===== src/rtl/ram_arbiter.sv =====
// CPU/DMA arbiter and sequencer in front of the even/odd banked RAM (1-cycle synchronous read).
// Define RAM_ARB_ROUND_ROBIN_EN for round-robin arbitration; the default is fixed CPU priority.
module ram_arbiter #(
  parameter int unsigned ADDRBITS = 10
) (
  input  logic        clk,
  input  logic        reset,
  input  logic        cpu_req,
  input  logic        cpu_we,
  input  logic        cpu_word,
  input  logic [14:0] cpu_addr,
  input  logic [15:0] cpu_wdata,
  output logic        cpu_ack,
  output logic        cpu_err,
  output logic [15:0] cpu_rdata,
  input  logic        dma_req,
  input  logic        dma_we,
  input  logic        dma_word,
  input  logic [14:0] dma_addr,
  input  logic [15:0] dma_wdata,
  output logic        dma_ack,
  output logic        dma_err,
  output logic [15:0] dma_rdata,
  output logic [14:0] read_addr_even,
  output logic [14:0] read_addr_odd,
  output logic [14:0] write_addr_even,
  output logic [14:0] write_addr_odd,
  output logic [7:0]  write_data_even,
  output logic [7:0]  write_data_odd,
  output logic        write_en_even,
  output logic        write_en_odd,
  input  logic [7:0]  read_data_even,
  input  logic [7:0]  read_data_odd
);

  localparam int unsigned AW = 15;
  localparam int unsigned DW = 16;
  localparam int unsigned BW = 8;
  localparam logic [15:0] WIN_LO = 16'(32'h4000 - (32'd1 << ADDRBITS));
  localparam logic [15:0] WIN_HI = 16'h3fff;

  typedef enum logic [1:0] {S_IDLE = 2'd0, S_ACCESS = 2'd1, S_RESP = 2'd2} state_t;

  // Window check done in 16 bits so the high byte address of a word cannot wrap.
  function automatic logic in_window(input logic [AW-1:0] a, input logic word);
    logic [15:0] a_lo;
    logic [15:0] a_hi;
    a_lo = 16'(a);
    a_hi = a_lo + 16'(word);
    return (a_lo >= WIN_LO) && (a_hi <= WIN_HI);
  endfunction

  state_t         r_state, w_state_nxt;
  logic           r_port, w_port_nxt;
  logic [AW-1:0]  r_addr, w_addr_nxt;
  logic           r_word, w_word_nxt;
  logic           r_we, w_we_nxt;
  logic           r_err_pend, w_err_pend_nxt;
  logic           r_cpu_ack, w_cpu_ack_nxt, r_cpu_err, w_cpu_err_nxt;
  logic           r_dma_ack, w_dma_ack_nxt, r_dma_err, w_dma_err_nxt;
  logic [AW-1:0]  r_addr_even, w_addr_even_nxt, r_addr_odd, w_addr_odd_nxt;
  logic [BW-1:0]  r_wdata_even, w_wdata_even_nxt, r_wdata_odd, w_wdata_odd_nxt;
  logic           r_wen_even, w_wen_even_nxt, r_wen_odd, w_wen_odd_nxt;

  logic           w_grant_dma, w_any_req, w_sel_we, w_sel_word, w_in_range;
  logic           w_use_even, w_use_odd;
  logic [AW-1:0]  w_sel_addr, w_addr_p1;
  logic [DW-1:0]  w_sel_wdata, w_rdata;

`ifdef RAM_ARB_ROUND_ROBIN_EN
  logic r_rr_dma;

  // Pointer names the port favoured on the next tie; moves on every fresh grant.
  always_ff @(posedge clk or posedge reset) begin
    if (reset)
      r_rr_dma <= 1'b0;
    else if (r_state == S_IDLE && !r_err_pend && w_any_req)
      r_rr_dma <= !w_grant_dma;
  end
`endif

  always_comb begin : arbitrate
`ifdef RAM_ARB_ROUND_ROBIN_EN
    w_grant_dma = dma_req && (!cpu_req || r_rr_dma);
`else
    w_grant_dma = dma_req && !cpu_req;
`endif
    w_any_req   = cpu_req || dma_req;
    w_sel_addr  = w_grant_dma ? dma_addr  : cpu_addr;
    w_sel_we    = w_grant_dma ? dma_we    : cpu_we;
    w_sel_word  = w_grant_dma ? dma_word  : cpu_word;
    w_sel_wdata = w_grant_dma ? dma_wdata : cpu_wdata;
    w_addr_p1   = w_sel_addr + AW'(1);
    w_in_range  = in_window(w_sel_addr, w_sel_word);
    w_use_even  = w_sel_word || !w_sel_addr[0];
    w_use_odd   = w_sel_word || w_sel_addr[0];
  end

  always_comb begin : next_state
    w_state_nxt      = r_state;
    w_port_nxt       = r_port;
    w_addr_nxt       = r_addr;
    w_word_nxt       = r_word;
    w_we_nxt         = r_we;
    w_err_pend_nxt   = 1'b0;
    w_cpu_ack_nxt    = 1'b0;
    w_cpu_err_nxt    = 1'b0;
    w_dma_ack_nxt    = 1'b0;
    w_dma_err_nxt    = 1'b0;
    w_addr_even_nxt  = r_addr_even;
    w_addr_odd_nxt   = r_addr_odd;
    w_wdata_even_nxt = r_wdata_even;
    w_wdata_odd_nxt  = r_wdata_odd;
    w_wen_even_nxt   = 1'b0;
    w_wen_odd_nxt    = 1'b0;
    unique case (r_state)
      S_IDLE: begin
        if (r_err_pend) begin
          // Out-of-window grant spent one idle cycle in place of ACCESS.
          w_state_nxt   = S_RESP;
          w_cpu_ack_nxt = !r_port;
          w_cpu_err_nxt = !r_port;
          w_dma_ack_nxt = r_port;
          w_dma_err_nxt = r_port;
        end else if (w_any_req) begin
          w_port_nxt = w_grant_dma;
          w_addr_nxt = w_sel_addr;
          w_word_nxt = w_sel_word;
          w_we_nxt   = w_sel_we;
          if (w_in_range) begin
            w_state_nxt = S_ACCESS;
            if (w_use_even) begin
              w_addr_even_nxt  = w_sel_addr[0] ? w_addr_p1 : w_sel_addr;
              w_wdata_even_nxt = w_sel_addr[0] ? w_sel_wdata[15:8] : w_sel_wdata[7:0];
              w_wen_even_nxt   = w_sel_we;
            end
            if (w_use_odd) begin
              w_addr_odd_nxt  = w_sel_addr[0] ? w_sel_addr : w_addr_p1;
              w_wdata_odd_nxt = w_sel_addr[0] ? w_sel_wdata[7:0] : w_sel_wdata[15:8];
              w_wen_odd_nxt   = w_sel_we;
            end
          end else begin
            w_err_pend_nxt = 1'b1;
          end
        end
      end
      S_ACCESS: begin
        w_state_nxt   = S_RESP;
        w_cpu_ack_nxt = !r_port;
        w_dma_ack_nxt = r_port;
      end
      S_RESP:  w_state_nxt = S_IDLE;
      default: w_state_nxt = S_IDLE;
    endcase
  end

  always_ff @(posedge clk or posedge reset) begin
    if (reset) begin
      r_state      <= S_IDLE;
      r_port       <= 1'b0;
      r_addr       <= '0;
      r_word       <= 1'b0;
      r_we         <= 1'b0;
      r_err_pend   <= 1'b0;
      r_cpu_ack    <= 1'b0;
      r_cpu_err    <= 1'b0;
      r_dma_ack    <= 1'b0;
      r_dma_err    <= 1'b0;
      r_addr_even  <= '0;
      r_addr_odd   <= '0;
      r_wdata_even <= '0;
      r_wdata_odd  <= '0;
      r_wen_even   <= 1'b0;
      r_wen_odd    <= 1'b0;
    end else begin
      r_state      <= w_state_nxt;
      r_port       <= w_port_nxt;
      r_addr       <= w_addr_nxt;
      r_word       <= w_word_nxt;
      r_we         <= w_we_nxt;
      r_err_pend   <= w_err_pend_nxt;
      r_cpu_ack    <= w_cpu_ack_nxt;
      r_cpu_err    <= w_cpu_err_nxt;
      r_dma_ack    <= w_dma_ack_nxt;
      r_dma_err    <= w_dma_err_nxt;
      r_addr_even  <= w_addr_even_nxt;
      r_addr_odd   <= w_addr_odd_nxt;
      r_wdata_even <= w_wdata_even_nxt;
      r_wdata_odd  <= w_wdata_odd_nxt;
      r_wen_even   <= w_wen_even_nxt;
      r_wen_odd    <= w_wen_odd_nxt;
    end
  end

  // Bank read data arrives in RESP; reassemble little-endian from the latched address.
  always_comb begin : read_assemble
    if (r_word)
      w_rdata = r_addr[0] ? {read_data_even, read_data_odd} : {read_data_odd, read_data_even};
    else
      w_rdata = {8'h00, (r_addr[0] ? read_data_odd : read_data_even)};
  end

  assign cpu_ack         = r_cpu_ack;
  assign cpu_err         = r_cpu_err;
  assign dma_ack         = r_dma_ack;
  assign dma_err         = r_dma_err;
  assign cpu_rdata       = (r_cpu_ack && !r_cpu_err && !r_we) ? w_rdata : '0;
  assign dma_rdata       = (r_dma_ack && !r_dma_err && !r_we) ? w_rdata : '0;
  assign read_addr_even  = r_addr_even;
  assign write_addr_even = r_addr_even;
  assign read_addr_odd   = r_addr_odd;
  assign write_addr_odd  = r_addr_odd;
  assign write_data_even = r_wdata_even;
  assign write_data_odd  = r_wdata_odd;
  assign write_en_even   = r_wen_even;
  assign write_en_odd    = r_wen_odd;

endmodule


===== config.mk =====
export PLATFORM = sky130hd
export DESIGN_NAME = ram_arbiter
export DESIGN_NICKNAME = d
export VERILOG_FILES = /design/src/rtl/ram_arbiter.sv
export SDC_FILE = /design/constraint.sdc
export NUM_CORES = 1
export LEC_CHECK = 0
export CAP_MARGIN = 30
export CELL_PAD_IN_SITES_DETAIL_PLACEMENT = 1
export CELL_PAD_IN_SITES_GLOBAL_PLACEMENT = 1
export CORE_ASPECT_RATIO = 1.25
export CORE_MARGIN = 2
export CORE_UTILIZATION = 32
export CTS_CLUSTER_SIZE = 24
export DETAILED_ROUTE_END_ITERATION = 8
export GPL_TIMING_DRIVEN = 0
export HOLD_SLACK_MARGIN = 0.08
export PLACE_DENSITY_LB_ADDON = 0.1
export SETUP_SLACK_MARGIN = 0.5
export SLEW_MARGIN = 20
export SYNTH_ARGS = -nofsm -noshare
export SYNTH_HDL_FRONTEND = slang
export SYNTH_SLANG_ARGS = --single-unit

===== constraint.sdc =====
create_clock -name clk -period 4.3 [get_ports clk]
set_input_delay 0.645 -clock clk [delete_from_list [all_inputs] [get_ports clk]]
set_output_delay 0.645 -clock clk [all_outputs]
set_load 0.02 [all_outputs]

Word-level counts from Yosys, hierarchy flattened
Cells that the tools add are included.
- bits in registers: 59
- latch bits: 0
- bits in writable memories: 0
- memory bits (read-only): 0
- output and inout bits: 114
- logic and storage cells: 81
- memories: 0
- add/subtract/negate cells: 2
- multipliers: 0
- divide/modulo/power cells: 0
- $lt $le $gt $ge: 2
- equal/unequal tests: 3
- shift-type cells: 0
- muxes and demuxes: 37
- bitwise gates (word level): 1
- reductions and logical operators: 20
- operators with widths (operator ; count):
    $mux 16 ; 5
    $mux 15 ; 3
    $mux 8 ; 3
    $mux 1 ; 20
    $add 15x1->16 ; 1
    $le 16x14->1 const B ; 1
    $add 15x1->15 const B ; 1
    $ge 15x14->1 const B ; 1
    $reduce_and 5->1 ; 2
    $logic_and 1x1->1 ; 6
    $logic_not 1->1 ; 6
    $mux 2 ; 3
    $ne 3x3->1 const B ; 2
    $pmux 1 s2 ; 2
    $pmux 2 s2 ; 1
    $logic_or 1x1->1 ; 3
    $reduce_and 3->1 ; 1
    $eq 2x1->1 const B ; 1
    $logic_not 2->1 ; 1
    $reduce_and 2->1 ; 1
    $not 1->1 ; 1

Depth between registers and ports, before layout
- word-level depth: 10
- gate-level depth with buffers: 15
- depth with buffers taken out: 11

Least setup slack after synthesis
Ideal clock, no wire load.
- path type: input to register
- start point: input dma_req
- end point: register r_addr_even[10], in the netlist read_addr_even[10]
- arrival time: 3494 ps
- data required time: 4175 ps
- setup slack: 681 ps
- stages on the path: 15
- path buffers: 4
- cell sequence: nor2b_1 > buf_4 > clkbuf_1 > mux2i_1 > inv_1 > ha_1 > ha_1 > nand3_1 > nor3_2 > o211ai_1 > a32oi_2 > or3_1 > buf_2 > buf_6 > mux2_4
- word-level cells in the longest chain between the ends: 6
- elaborated cells on any way between the ends: 13
- RTL lines (item ; RTL line ; source):
    start: declaration ; 16 ; input logic dma_req,
    $logic_and 1x1->1 (*) ; 86 ; w_grant_dma = dma_req && !cpu_req;
    $mux 1 (*) ; 91 ; w_sel_word = w_grant_dma ? dma_word : cpu_word;
    via w_sel_word ; 65 ; logic w_grant_dma, w_any_req, w_sel_we, w_sel_word, w_in_range;
    $add 15x1->16 ; 49 ; a_hi = a_lo + 16'(word);
    $le 16x14->1 ; 50 ; return (a_lo >= WIN_LO) && (a_hi <= WIN_HI);
    $logic_and 1x1->1 ; 50 ;
    $reduce_and 5->1 (no source line) (*) ; - ;
    end signal: assignment ; 186 ; r_addr_even <= w_addr_even_nxt;
    end: declaration ; 61 ; logic [AW-1:0] r_addr_even, w_addr_even_nxt, r_addr_odd, w_addr_odd_nxt;
Mark *: on every way through the listed nets, which the timed path passes. The rest lies on a longest branch.
A chain may end at the register's enable or synchronous reset.

Worst setup path after layout
- start point: input cpu_req
- end point: register r_addr_even[8], in the netlist read_addr_even[8]
- word-level cells in the longest chain between the ends: 7
- elaborated cells on any way between the ends: 14
- RTL lines (item ; RTL line ; source):
    start: declaration ; 8 ; input logic cpu_req,
    $logic_not 1->1 (*) ; 86 ;
    $logic_and 1x1->1 (*) ; 86 ;
    $mux 1 (*) ; 91 ;
    via w_sel_word ; 65 ;
    $add 15x1->16 ; 49 ;
    $le 16x14->1 ; 50 ;
    $logic_and 1x1->1 ; 50 ;
    $reduce_and 5->1 (no source line) (*) ; - ;
Marked as above.

==> metrics.txt <==
Hold Path Stages 1; Lkg Pwr between 0.002 and 0.003 uW; min setup slack post-route around 0.67 ns; Starting Density 0.329; top cells by area, synth dfrtp_1 (36%), mux2i_1 (11%), mux2_2 (7.9%); Worst Min Path Start read_addr_odd[11]$_DFFE_PP0P_; number of global-route vias before repair a little over 4,000; crit path max fanout 10; Worst Hold Class register to register; hold endpoint read_addr_odd[11]$_DFFE_PP0P_; Die Ht approximately 130 um; CTS Root Cell clkbuf_16; diode count 0; share of layout cells above drive strength 1 0.189; die area 13,500 um2; Setup Viol. Count Final 0; 1st-iter DRT viols 95; leading area contributor after synthesis dfrtp_1; final hold viol count 0; slew margin rel. 0.464; PortBufs 196; footprint of the multi-input gates approximately 2200 um2; RSZ-0062 raised after global routing false; H-tree Lvls 3; net count reported at finish around 720; Detailed Place HPWL about 11,000 um; Post-synth EDFFs 0; most common cell in the netlist dfrtp_1; Max VDD drop roughly 210 uV; Site Rows 45; drt pass-1 iters 4; TritonCTS clock tree built; Clk pin slew, worst setup/hold paths around 0.050 ns; post-synthesis sequential area ratio 0.361; setup TNS 0 ns; routed via count 3,805; CTS buffer count 9; run status finished clean; clk_skew about 0.006 ns; Top FF cell, synth dfrtp_1; FILL cells 1,409; Routability Congestion roughly 0.85; Post-synth top cells dfrtp_1 (58), nor2_1 (50), mux2i_1 (45), nand2_1 (39), buf_4 (33); Post-DP Area 6210 um2; drt drc 0; initial antenna violation count 0; Mapped Cells 415; R2R depth 7; reg2reg start r_state[1]$_DFFE_PP0P_; fin util 0.540; yosys warns 0; Reg area 1450 um2; FF-to-FF End read_addr_even[8]$_DFFE_PP0P_; distinct cell type count after synthesis slightly above 40; synthesized area approximately 4000 um2; DRT Wirelength approximately 14,000 um; Req. time, crit path ~4.5 ns; post-route ant nets 0; Slew @ Worst Pin 0.805 ns; crit path max-delay cell type or3_1; Post-Syn Area per Cell roughly 9.7 um2; final worst path period need approximately 3.6 ns; GRT Total Usage 0.209; Ports 200; P per Cell Area approximately 540 nW/um2; post-route clock period utilization 0.845; via/cell ratio ~4.8; ys async rst share 1.00; CORE AREA about 12,000 um2; # clock sinks 58; DR WL/cell between 15 and 20 um; share of the synthesized area in the top cell type 0.361; Achievable Freq 275 MHz; Clock Latency Late Sink 0.33 ns; CP Launch Type primary input; Largest stage delay, worst path around 0.37 ns; Worst setup EP type register; Worst R2R Setup Slack 1.83 ns; Max-Cap Viols 0; global-route wire length before repair around 22,000 um; global route total overflow 0; largest net degree at the start of global routing 35; crit-path most repeated cell ha_1; Crit path arrival time about 3.8 ns; Die Width roughly 100 um; synthesized flop and latch total between 50 and 60; Place WS -0.758 ns; maximum clock insertion buffer count 2; area grow syn2layout 64.4%; Worst Setup Path Type primary input to register; max-slew violation count 0; cell area after layout around 6600 um2; crit-path cells dlygate4sd2_1 > nor2b_1 > buf_4 > buf_8 > mux2i_4 > inv_1 > ha_1 > ha_1 > nand3_1 > nor2_1 > o211ai_1 > a32oi_4 > or3_1 > buf_2 > buf_6 > mux2_4
[sequential cells by signal, summed over array words and instances (netlist names)]
signal	cells
write_data_even	8
write_en_odd	1
r_port	1
r_addr	1
write_data_odd	8
r_word	1
read_addr_odd	15
cpu_err	1
dma_err	1
cpu_ack	1
r_we	1
read_addr_even	14
r_state	2
write_en_even	1
dma_ack	1
r_err_pend	1
[timing repair]
action,CTS,global route
hold buffers,0,0
endpoints found under the setup margin,49,34
gates resized for setup,17,7
pin swaps,0,2
setup buffers,1,2
[cell families (layout without fill, tap and decap cells)]
family                   count (synthesis)  count (layout)  share of synthesized area
AND/OR/NAND/NOR                        138             138                      0.162
multiplexers                            92              92                      0.262
buffers and inverters                   61             275                     0.0926
flip-flops                              58              58                      0.361
AO/OA/AOI/OAI                           44              44                     0.0704
XOR/XNOR                                16              16                     0.0349
adder cells (fa/ha/maj)                  5               5                     0.0156
other                                    1               2                   0.000934
[stage by stage]
stage / instances / total power (uW) / hold slack, ns
final: 794 / 3580 / 0.496
after CTS: 792 / 3620 / 0.506
after detailed placement: 777 / 2880 / 0.493
after global placement: 776 / 2830 / 0.480
after global routing: 794 / 3780 / 0.517
after floorplan: 416 / 1960 / 0.456
[layout make-up]
cell class | instances | share of cell area
Buffer | 54 | 0.0575
Clock buffer | 11 | 0.0383
Clock inverter | 3 | 0.00607
Inverter | 7 | 0.00436
Multi-Input combinational cell | 297 | 0.340
Sequential cell | 58 | 0.220
Tap cell | 164 | 0.0311
Timing Repair Buffer | 200 | 0.303
[worst max-delay path, delay by kind of cell]
family | cells | cell delay (ns)
simple gates | 4 | 0.66
mux | 2 | 0.58
buf+inv | 6 | 1.08
fa+ha+maj | 2 | 0.40
compound gates | 2 | 0.43
[worst max path at each step]
stage	from	to	slack (ns)	cells after the start
2_1_floorplan	dma_req	read_addr_even[10]$_DFFE_PP0P_	0.68	15
3_3_place_gp	cpu_req	write_data_odd[7]$_DFFE_PP0P_	-0.73	15
3_5_place_dp	cpu_req	read_addr_odd[4]$_DFFE_PP0P_	-0.76	15
4_1_cts	dma_req	read_addr_even[8]$_DFFE_PP0P_	0.56	16
5_1_grt	cpu_req	read_addr_even[8]$_DFFE_PP0P_	0.48	16
6_report	cpu_req	read_addr_even[8]$_DFFE_PP0P_	0.67	16
[power by group]
part | leakage [uW] | internal, uW | switching [uW]
Clock | 0.000147 | 471 | 247
Sequential | 0.000748 | 760 | 155
Combinational | 0.00198 | 1050 | 905
Total | 0.00287 | 2280 | 1310
[cells in the final DEF, fill, tap and decap left out, types with 5 or more instances in the layout]
master,instances
nor2_1,50
a211oi_1,16
ha_1,5
nor2b_1,17
dfrtp_1,58
xor2_1,8
inv_1,5
clkbuf_1,12
mux2_2,28
nand4_1,5
buf_4,38
clkdlybuf4s50_1,194
nand2_1,39
xnor2_1,8
clkbuf_16,9
mux2_4,19
a21oi_1,18
nand3_1,5
mux2i_1,43
[routing by layer]
metal	wire (um)	vias to the layer above	global-route usage
met5	0	-	0
met1	5780	1844	0.238
met4	148	0	0.0509
met2	7290	134	0.390
li1	-	1817	-
met3	813	10	0.0568
Note: power is estimated with default switching activity, not from simulation.
